### src/rtl/mapache64_pkg.sv
// mapache64: shared VRAM types, background region bounds and scheduler state encoding
package mapache64;
    typedef logic [11:0] vram_address_t;
    typedef logic [7:0] data_t;
    localparam vram_address_t PMB_BASE = 12'h200;
    localparam vram_address_t PMB_END = 12'h3FF;
    localparam vram_address_t NTBL_BASE = 12'h400;
    localparam vram_address_t NTBL_END = 12'h7FF;
    typedef struct packed {
        vram_address_t address;
        data_t data;
    } vram_write_t;
    typedef enum logic {IDLE, DRAIN} sched_state_t;
    function automatic logic in_range(input vram_address_t a, input vram_address_t lo, input vram_address_t hi);
        return a >= lo && a <= hi;
    endfunction
endpackage

### src/rtl/sync_fifo.sv
// sync_fifo: single-clock FIFO; full/empty come from the registered level, so a push while full is refused even if a pop happens
module sync_fifo #(
    parameter int DEPTH = 16,
    parameter type T = logic [7:0],
    localparam int AW = $clog2(DEPTH)
) (
    input  logic clk,
    input  logic rst,
    input  logic push,
    input  logic pop,
    input  T din,
    output T dout,
    output logic full,
    output logic empty,
    output logic [AW:0] level
);
    T mem [DEPTH];
    logic [AW-1:0] wr_ptr, rd_ptr;
    logic do_push, do_pop;
    always_comb begin
        full = level == (AW+1)'(DEPTH);
        empty = level == '0;
        do_push = push && !full;
        do_pop = pop && !empty;
        dout = mem[rd_ptr];
    end
    always_ff @(posedge clk or posedge rst) begin
        if (rst) begin
            wr_ptr <= '0;
            rd_ptr <= '0;
            level <= '0;
        end else begin
            if (do_push) wr_ptr <= wr_ptr + 1'b1;
            if (do_pop) rd_ptr <= rd_ptr + 1'b1;
            level <= level + (AW+1)'(do_push) - (AW+1)'(do_pop);
        end
    end
    always_ff @(posedge clk) begin
        if (do_push) mem[wr_ptr] <= din;
    end
endmodule

### src/rtl/vram_write_scheduler.sv
// vram_write_scheduler: queues CPU background-VRAM writes and drains them only during vblank, yielding to CPU reads
module vram_write_scheduler
    import mapache64::*;
#(
    parameter int DEPTH = 16
) (
    input  logic cpu_clk,
    input  logic rst,
    input  logic vblank_i,
    input  logic cpu_read_i,
    input  logic cpu_wen_i,
    input  vram_address_t cpu_address_i,
    input  data_t cpu_wdata_i,
    output vram_address_t vram_address_o,
    output data_t vram_wdata_o,
    output logic vram_wen_o,
    output logic SELECT_pmb_o,
    output logic SELECT_ntbl_o,
    output logic full_o,
    output logic [$clog2(DEPTH):0] level_o,
    output logic busy_o,
    output logic overflow_o,
    input  logic overflow_clr_i
);
    sched_state_t state, state_next;
    vram_write_t head;
    logic push, pop, empty;
    logic [$clog2(DEPTH):0] level_next;
    sync_fifo #(.DEPTH(DEPTH), .T(vram_write_t)) u_fifo (
        .clk(cpu_clk),
        .rst(rst),
        .push(push),
        .pop(pop),
        .din({cpu_address_i, cpu_wdata_i}),
        .dout(head),
        .full(full_o),
        .empty(empty),
        .level(level_o)
    );
    always_comb begin
        push = cpu_wen_i && in_range(cpu_address_i, PMB_BASE, NTBL_END);
        pop = state == DRAIN && vblank_i && !cpu_read_i && !empty;
        level_next = level_o + ($clog2(DEPTH)+1)'(push && !full_o) - ($clog2(DEPTH)+1)'(pop);
        state_next = state == IDLE ? (vblank_i && !empty ? DRAIN : IDLE)
                                   : (!vblank_i || level_next == '0 ? IDLE : DRAIN);
        vram_wen_o = pop;
        vram_address_o = pop ? head.address : cpu_address_i;
        vram_wdata_o = head.data;
        SELECT_pmb_o = in_range(vram_address_o, PMB_BASE, PMB_END);
        SELECT_ntbl_o = in_range(vram_address_o, NTBL_BASE, NTBL_END);
        busy_o = state == DRAIN;
    end
    always_ff @(posedge cpu_clk or posedge rst) begin
        if (rst) begin
            state <= IDLE;
            overflow_o <= 1'b0;
        end else begin
            state <= state_next;
            if (push && full_o) overflow_o <= 1'b1;
            else if (overflow_clr_i) overflow_o <= 1'b0;
        end
    end
endmodule

### config.mk
export PLATFORM = sky130hd
export DESIGN_NAME = vram_write_scheduler
export DESIGN_NICKNAME = d
export VERILOG_FILES = /design/src/rtl/mapache64_pkg.sv /design/src/rtl/sync_fifo.sv /design/src/rtl/vram_write_scheduler.sv
export SDC_FILE = /design/constraint.sdc
export NUM_CORES = 1
export LEC_CHECK = 0
export BUFFER_PORTS_ARGS = -buffer_cell sky130_fd_sc_hd__clkbuf_2
export CAP_MARGIN = 20
export CORE_MARGIN = 4
export CORE_UTILIZATION = 60
export CTS_BUF_LIST = sky130_fd_sc_hd__clkbuf_4 sky130_fd_sc_hd__clkbuf_8
export DETAILED_ROUTE_END_ITERATION = 6
export GPL_TIMING_DRIVEN = 0
export PLACE_DENSITY = 0.83
export SKIP_LAST_GASP = 1
export SYNTH_ARGS = -nofsm -noshare
export SYNTH_HDL_FRONTEND = slang
export SYNTH_SLANG_ARGS = --single-unit
export TNS_END_PERCENT = 50
### constraint.sdc
create_clock -name cpu_clk -period 10.1 [get_ports cpu_clk]
set_input_delay 0.505 -clock cpu_clk [delete_from_list [all_inputs] [get_ports cpu_clk]]
set_output_delay 0.505 -clock cpu_clk [all_outputs]
set_load 0.1 [all_outputs]
==> flow_summary_export.csv, run 1 <==
group,metric,value,unit
pwr,leakagePower,5.15,nW
placed_design,gp_congestion,0.838,
logic_synthesis,syn-num-nets,635,
route,initialDrtViolationCount,705,
floorplanning,start_util,60.7,%
finish,fin_util,70.0,%
timing,setup_viol,0,
placed_design,dpl_cell_area,14300,um^2
placed_design,hpwl,17.8,mm
grt,overflow,0,
finish,layout_commonest_cell,"edfxtp_1",
logic_synthesis,synth-seq-cells,335,
logic_synthesis,synth_edf_count,320,
placed_design,place_inst,952,
finish,final_cell_mix,"320 x edfxtp_1, 94 x mux4_2, 56 x clkbuf_2, 53 x clkbuf_8, 41 x nand2_1",
timing,slew_headroom,30.6,%
worst_setup_path,regToRegStartpoint,"u_fifo.level[2]",
logic_synthesis,synth_cell_types,43,
timing,skew,0.0235,ns
finish,drive_gt1_share,35.5,%
timing,tightest_slew,1.02,ns
logic_synthesis,mappedNetlistArea,13200,um^2
timing,setup_tns,0,ns
worst_setup_path,end_kind,"output pin",
cts,clock_latency,0.57,ns
floorplanning,coreArea,21800,um^2
pwr,pwr_density_cell,268,nW/um^2
logic_synthesis,syn_area_per_cell,22.0,um^2
logic_synthesis,async_flop_share,4.48,%
cts,path_clk_slew,0.06,ns
worst_setup_path,crit_start,"u_fifo.rd_ptr[1]",
timing,hold_slack,0.171,ns
timing,rsz0062_at_grt,"false",
cts,cts_tree,"yes",
timing,finalHoldViolations,0,
cts,cts.repair.resized,0,
timing,timing.final.ws_setup,6.25,ns
route,avgViaCountPerCell,6.31,
placed_design,portBuffers,56,
timing,fin_crit_sh,38.1,%
cts,cts_made_buffers,50,
timing,fmax,260,MHz
outcome,status,"finished clean",
grt,first_global_vias,6889,
cts,htreeDepth,2,
pwr,power.total,4.08,mW
grt,grtUsageTotal,23.8,%
hold_path,hp-class,"in2reg",
worst_setup_path,worstPathRequired,9.60,ns
timing,finalCriticalPeriod,3.85,ns
grt,grt_first_pass_wirelength,41.9,mm
cts,cts-root-buf,"clkbuf_8",
worst_setup_path,arrival,3.34,ns
worst_setup_path,path_class,"reg2out",
route,ant_nets,0,
route,drt_first_pass_iters,5,
finish,area_delta_synth_final,15.4,%
finish,finish.instance_area,15200,um^2
route,totalWireLength,28.2,mm
pwr,ir_drop,0.160,mV
logic_synthesis,synth_flop_cell,"edfxtp_1",
route,drc_errors,0,
logic_synthesis,ys_warn_count,0,
route,vias,6565,
floorplanning,die_area,24400,um^2
worst_setup_path,cp-start-kind,"register",
finish,nets,761,
finish,final_cells,1041,
worst_setup_path,crit_path_max_fanout,10,
cts,cts_max_path_buffers,3,
floorplanning,die_h,156,um
cts,cts.sink_count,335,
route,wl_per_cell,27.1,um
placed_design,dp_slack,6.47,ns
grt,antenna_found_initial,0,
floorplanning,row_count,54,
floorplanning,fp.dieW,156,um
timing,slew_violations,0,
hold_path,hold_start,"vblank_i",
finish,n_antenna_cell,0,
job,drv_cap,0,
logic_synthesis,syn_inst,599,
grt,grt_start_max_net_pins,21,
floorplanning,io_pins,57,
logic_synthesis,synth-seq-area-share,75.6,%
## cell type report
class	instances	area (um^2)
flip-flops and latches	335	9980
fillers	1259	6520
multi-input cells	223	3020
clock buffers	68	842
repair buffers	74	722
well taps	280	350
plain buffers	29	158
clock inverters	20	118
inverters	12	45.0
## synth_stat cells (2+ instances only)
| master | number | share of area (%) |
|---|---|---|
| a31oi_1 | 2 | 0.095 |
| and2_1 | 2 | 0.095 |
| and3_1 | 15 | 0.71 |
| and4_1 | 2 | 0.13 |
| buf_1 | 2 | 0.057 |
| buf_2 | 9 | 0.34 |
| buf_4 | 4 | 0.23 |
| buf_6 | 3 | 0.26 |
| clkbuf_1 | 11 | 0.31 |
| dfrtp_1 | 15 | 2.8 |
| edfxtp_1 | 320 | 73 |
| ha_1 | 10 | 0.95 |
| inv_1 | 11 | 0.31 |
| mux2i_1 | 2 | 0.15 |
| mux4_1 | 2 | 0.40 |
| mux4_2 | 94 | 16 |
| nand2_1 | 41 | 1.2 |
| nand3_1 | 6 | 0.23 |
| nand4_1 | 2 | 0.095 |
| nor2_1 | 5 | 0.14 |
| nor2b_1 | 6 | 0.28 |
| o21ai_0 | 3 | 0.11 |
| xnor2_1 | 11 | 0.73 |
| xor2_1 | 2 | 0.13 |
## critical path, stage by stage (launching register included)
cell and delay, ns:
dfrtp_1 0.38, buf_6 0.14, buf_2 0.31, clkbuf_1 0.62
mux4_2 0.41, mux4_2 0.50, clkbuf_2 0.39
## routing by layer
metal	vias to the layer above	GRT usage (%)	share of wire, %
met3	63	4.56	8.6
met4	0	8.18	2.7
li1	2752	-	-
met2	357	40.6	52
met1	3393	31.3	36
met5	-	0	0
## final timing paths
kind	endpoint	slack (ns)	cells past startpoint
max	vram_wdata_o[6]	6.25	6
min	busy_o	0.17	3
max reg2reg	u_fifo.level[4]	6.72	12
min reg2reg	overflow_o	0.51	2
max in group asynchronous	u_fifo.wr_ptr[2]	9.08	3
min in group asynchronous	u_fifo.rd_ptr[1]	0.57	3
## kinds of logic after synthesis
logic type	synth area share (%)
mux	16.8
buf+inv	1.54
simple gates	3.19
compound gates	1.04
flops	75.6
xor+xnor	0.862
fa+ha+maj	0.948
## registers in the layout, summed over array words and instances (netlist names)
| signal | cells |
|---|---|
| busy_o | 1 |
| u_fifo.level | 5 |
| u_fifo.rd_ptr | 4 |
| overflow_o | 1 |
| u_fifo.wr_ptr | 4 |
| u_fifo.mem | 320 |
## where the power goes
| part | switching [mW] | total (mW) | internal (mW) | leakage [nW] |
|---|---|---|---|---|
| Clock | 0.482 | 1.05 | 0.565 | 0.516 |
| Sequential | 0.0432 | 1.64 | 1.60 | 3.06 |
| Combinational | 0.875 | 1.39 | 0.514 | 1.57 |
| Total | 1.40 | 4.08 | 2.68 | 5.15 |
## what timing repair did
item                                   CTS  global route
endpoints found under the hold margin    4             0
setup endpoints to repair                0             0
hold buffers                             1             0
buffers inserted                         0             0
No activity file was read; power rests on OpenSTA's default activity.
==> run 2: changes to the inputs <==
- clock period: 10.1 -> 3.6 ns (I/O delays scaled with it)
==> flow_summary_export.csv, run 2 (same netlist as run 1, synthesis figures left out) <==
group,metric,value,unit
pwr,seqPwrFrac,40.0,%
timing,skew,0.0277,ns
timing,timing.final.ws_setup,0.112,ns
finish,nets,767,
placed_design,place_inst,951,
finish,multi_input_area,3030,um^2
grt,first_global_vias,6990,
cts,cts_tree,"yes",
cts,cts_max_path_buffers,3,
route,totalWireLength,29.4,mm
timing,rsz0062_at_grt,"false",
cts,post-cts-setup-buffers,0,
grt,grt_start_max_net_pins,21,
pwr,leakagePower,5.19,nW
worst_setup_path,cpMaxStageDelayCell,"buf_1",
placed_design,portBuffers,56,
finish,drive_gt1_share,35.1,%
grt,antenna_found_initial,0,
finish,final_cells,1052,
route,drt_first_pass_iters,7,
finish,largest_registers,"u_fifo.mem: 320 flops, u_fifo.level: 5 flops",
placed_design,hpwl,18.7,mm
floorplanning,die_h,156,um
cts,path_clk_slew,0.06,ns
finish,finish.instance_area,15300,um^2
timing,slew_headroom,33.1,%
pwr,ir_drop,0.506,mV
cts,cts-root-buf,"clkbuf_8",
worst_setup_path,cp_cell_sequence,"buf_6, buf_2, buf_1, mux4_2, mux4_2, clkbuf_2",
grt,grtUsageTotal,24.6,%
placed_design,dp_slack,0.217,ns
worst_setup_path,arrival,3.31,ns
grt,grt_first_pass_wirelength,43.3,mm
timing,fmax,287,MHz
grt,overflow,0,
timing,hold_slack,0.0360,ns
worst_setup_path,cp-start-kind,"register",
finish,layout_commonest_cell,"edfxtp_1",
worst_setup_path,end_kind,"output pin",
pwr,pwr_density_cell,755,nW/um^2
timing,fin_crit_sh,96.9,%
floorplanning,io_pins,57,
cts,clock_latency,0.57,ns
finish,area_delta_synth_final,15.8,%
finish,final_cell_mix,"320 x edfxtp_1, 94 x mux4_2, 58 x clkbuf_2, 52 x clkbuf_8, 41 x nand2_1",
pwr,cellInternalPower,7.54,mW
timing,finalCriticalPeriod,3.49,ns
floorplanning,die_area,24400,um^2
hold_path,hp-class,"in2reg",
floorplanning,coreArea,21800,um^2
job,drv_cap,0,
route,drc_errors,0,
worst_setup_path,max_stage_delay,0.57,ns
route,initialDrtViolationCount,813,
route,wl_per_cell,27.9,um
timing,finalHoldViolations,0,
timing,slew_violations,0,
pwr,p_switching,4.00,mW
pwr,power.total,11.5,mW
timing,tightest_slew,1.00,ns
placed_design,gp_congestion,0.814,
floorplanning,fp.dieW,156,um
finish,largest_reg_flops,320,
worst_setup_path,worstPathRequired,3.42,ns
outcome,status,"finished clean",
finish,n_antenna_cell,0,
cts,cts.sink_count,335,
route,vias,6658,
floorplanning,start_util,60.7,%
route,ant_nets,0,
placed_design,dpl_cell_area,14200,um^2
worst_setup_path,path_class,"reg2out",
floorplanning,row_count,54,
cts,htreeDepth,2,
worst_setup_path,crit_path_max_fanout,10,
finish,seqCellArea,9980,um^2
worst_setup_path,cpMostUsedCell,"mux4_2",
pwr,p_comb_share,34.2,%
cts,cts_made_buffers,51,
finish,fillers,1270,
finish,largest-register,"u_fifo.mem",
pwr,swShare,34.7,%
timing,setup_viol,0,
pwr,pwr-share-clk,25.8,%
route,avgViaCountPerCell,6.33,
run 2: cell types whose count changed in the layout (fill, tap and decap cells not counted), sizes merged:
cell / change
clkinv: +3
buf: -1
clkbuf: +2
dlygate4sd3: +5
dlymetal6s2s: +1
inv: +1
run 2: metal layers:
layer	GRT usage, %	wire (um)	vias to the layer above	share of wire [%]
met5	0	0	-	0
li1	-	-	2768	-
met4	7.85	877	0	3.0
met3	4.45	2810	68	9.6
met2	41.8	15400	429	52
met1	33.2	10300	3393	35
run 2: per-stage QoR:
step	utilization [%]	setup TNS, ns
3_3_place_gp	63.6	-7.58
2_1_floorplan	-	-3.25
3_5_place_dp	65.4	0
6_report	70.2	0
4_1_cts	70.2	0
5_1_grt	70.2	0
run 2: timing repair:
item / CTS / global route
hold endpoints to repair: 41 / 0
hold buffers: 6 / 0
setup endpoints to repair: 0 / 15
resized for setup: 0 / 4
run 2: layout make-up:
cell class                 count  area share [%]
timing repair buffer          79            4.78
buffer                        29            1.05
clock inverter                24           0.876
tap                          280            2.29
multi-input combinational    223            19.8
clock buffer                  70            5.57
sequential                   335            65.3
inverter                      12           0.295
run 2: final timing paths:
path / startpoint / end / slack, ns / cells after the start
max in group asynchronous: rst / u_fifo.rd_ptr[2] / 2.95 / 3
setup reg to reg: u_fifo.level[2] / u_fifo.level[4] / 0.45 / 11
hold / removal: cpu_address_i[8] / u_fifo.mem[0][16] / 0.04 / 1
hold reg to reg: u_fifo.level[4] / u_fifo.level[4] / 0.61 / 1
min in group asynchronous: rst / u_fifo.wr_ptr[0] / 0.22 / 3
setup / recovery: u_fifo.rd_ptr[1] / vram_wdata_o[3] / 0.11 / 6
run 2: worst max-delay path: cells and delay by family, from the launching register on:
kind	cells	cell delay, ns
buf+inv	4	1.45
mux	2	0.92
flops	1	0.38
run 2: power by group through the flow:
stage | registers, mW | logic [mW] | clock network [mW]
after floorplan | 4.88 | 2.83 | 0
after global placement | 4.66 | 3.76 | 0
after detailed placement | 4.69 | 3.95 | 0
after CTS | 4.61 | 3.98 | 3.03
after global routing | 4.62 | 4.13 | 3.23
final | 4.61 | 3.94 | 2.98
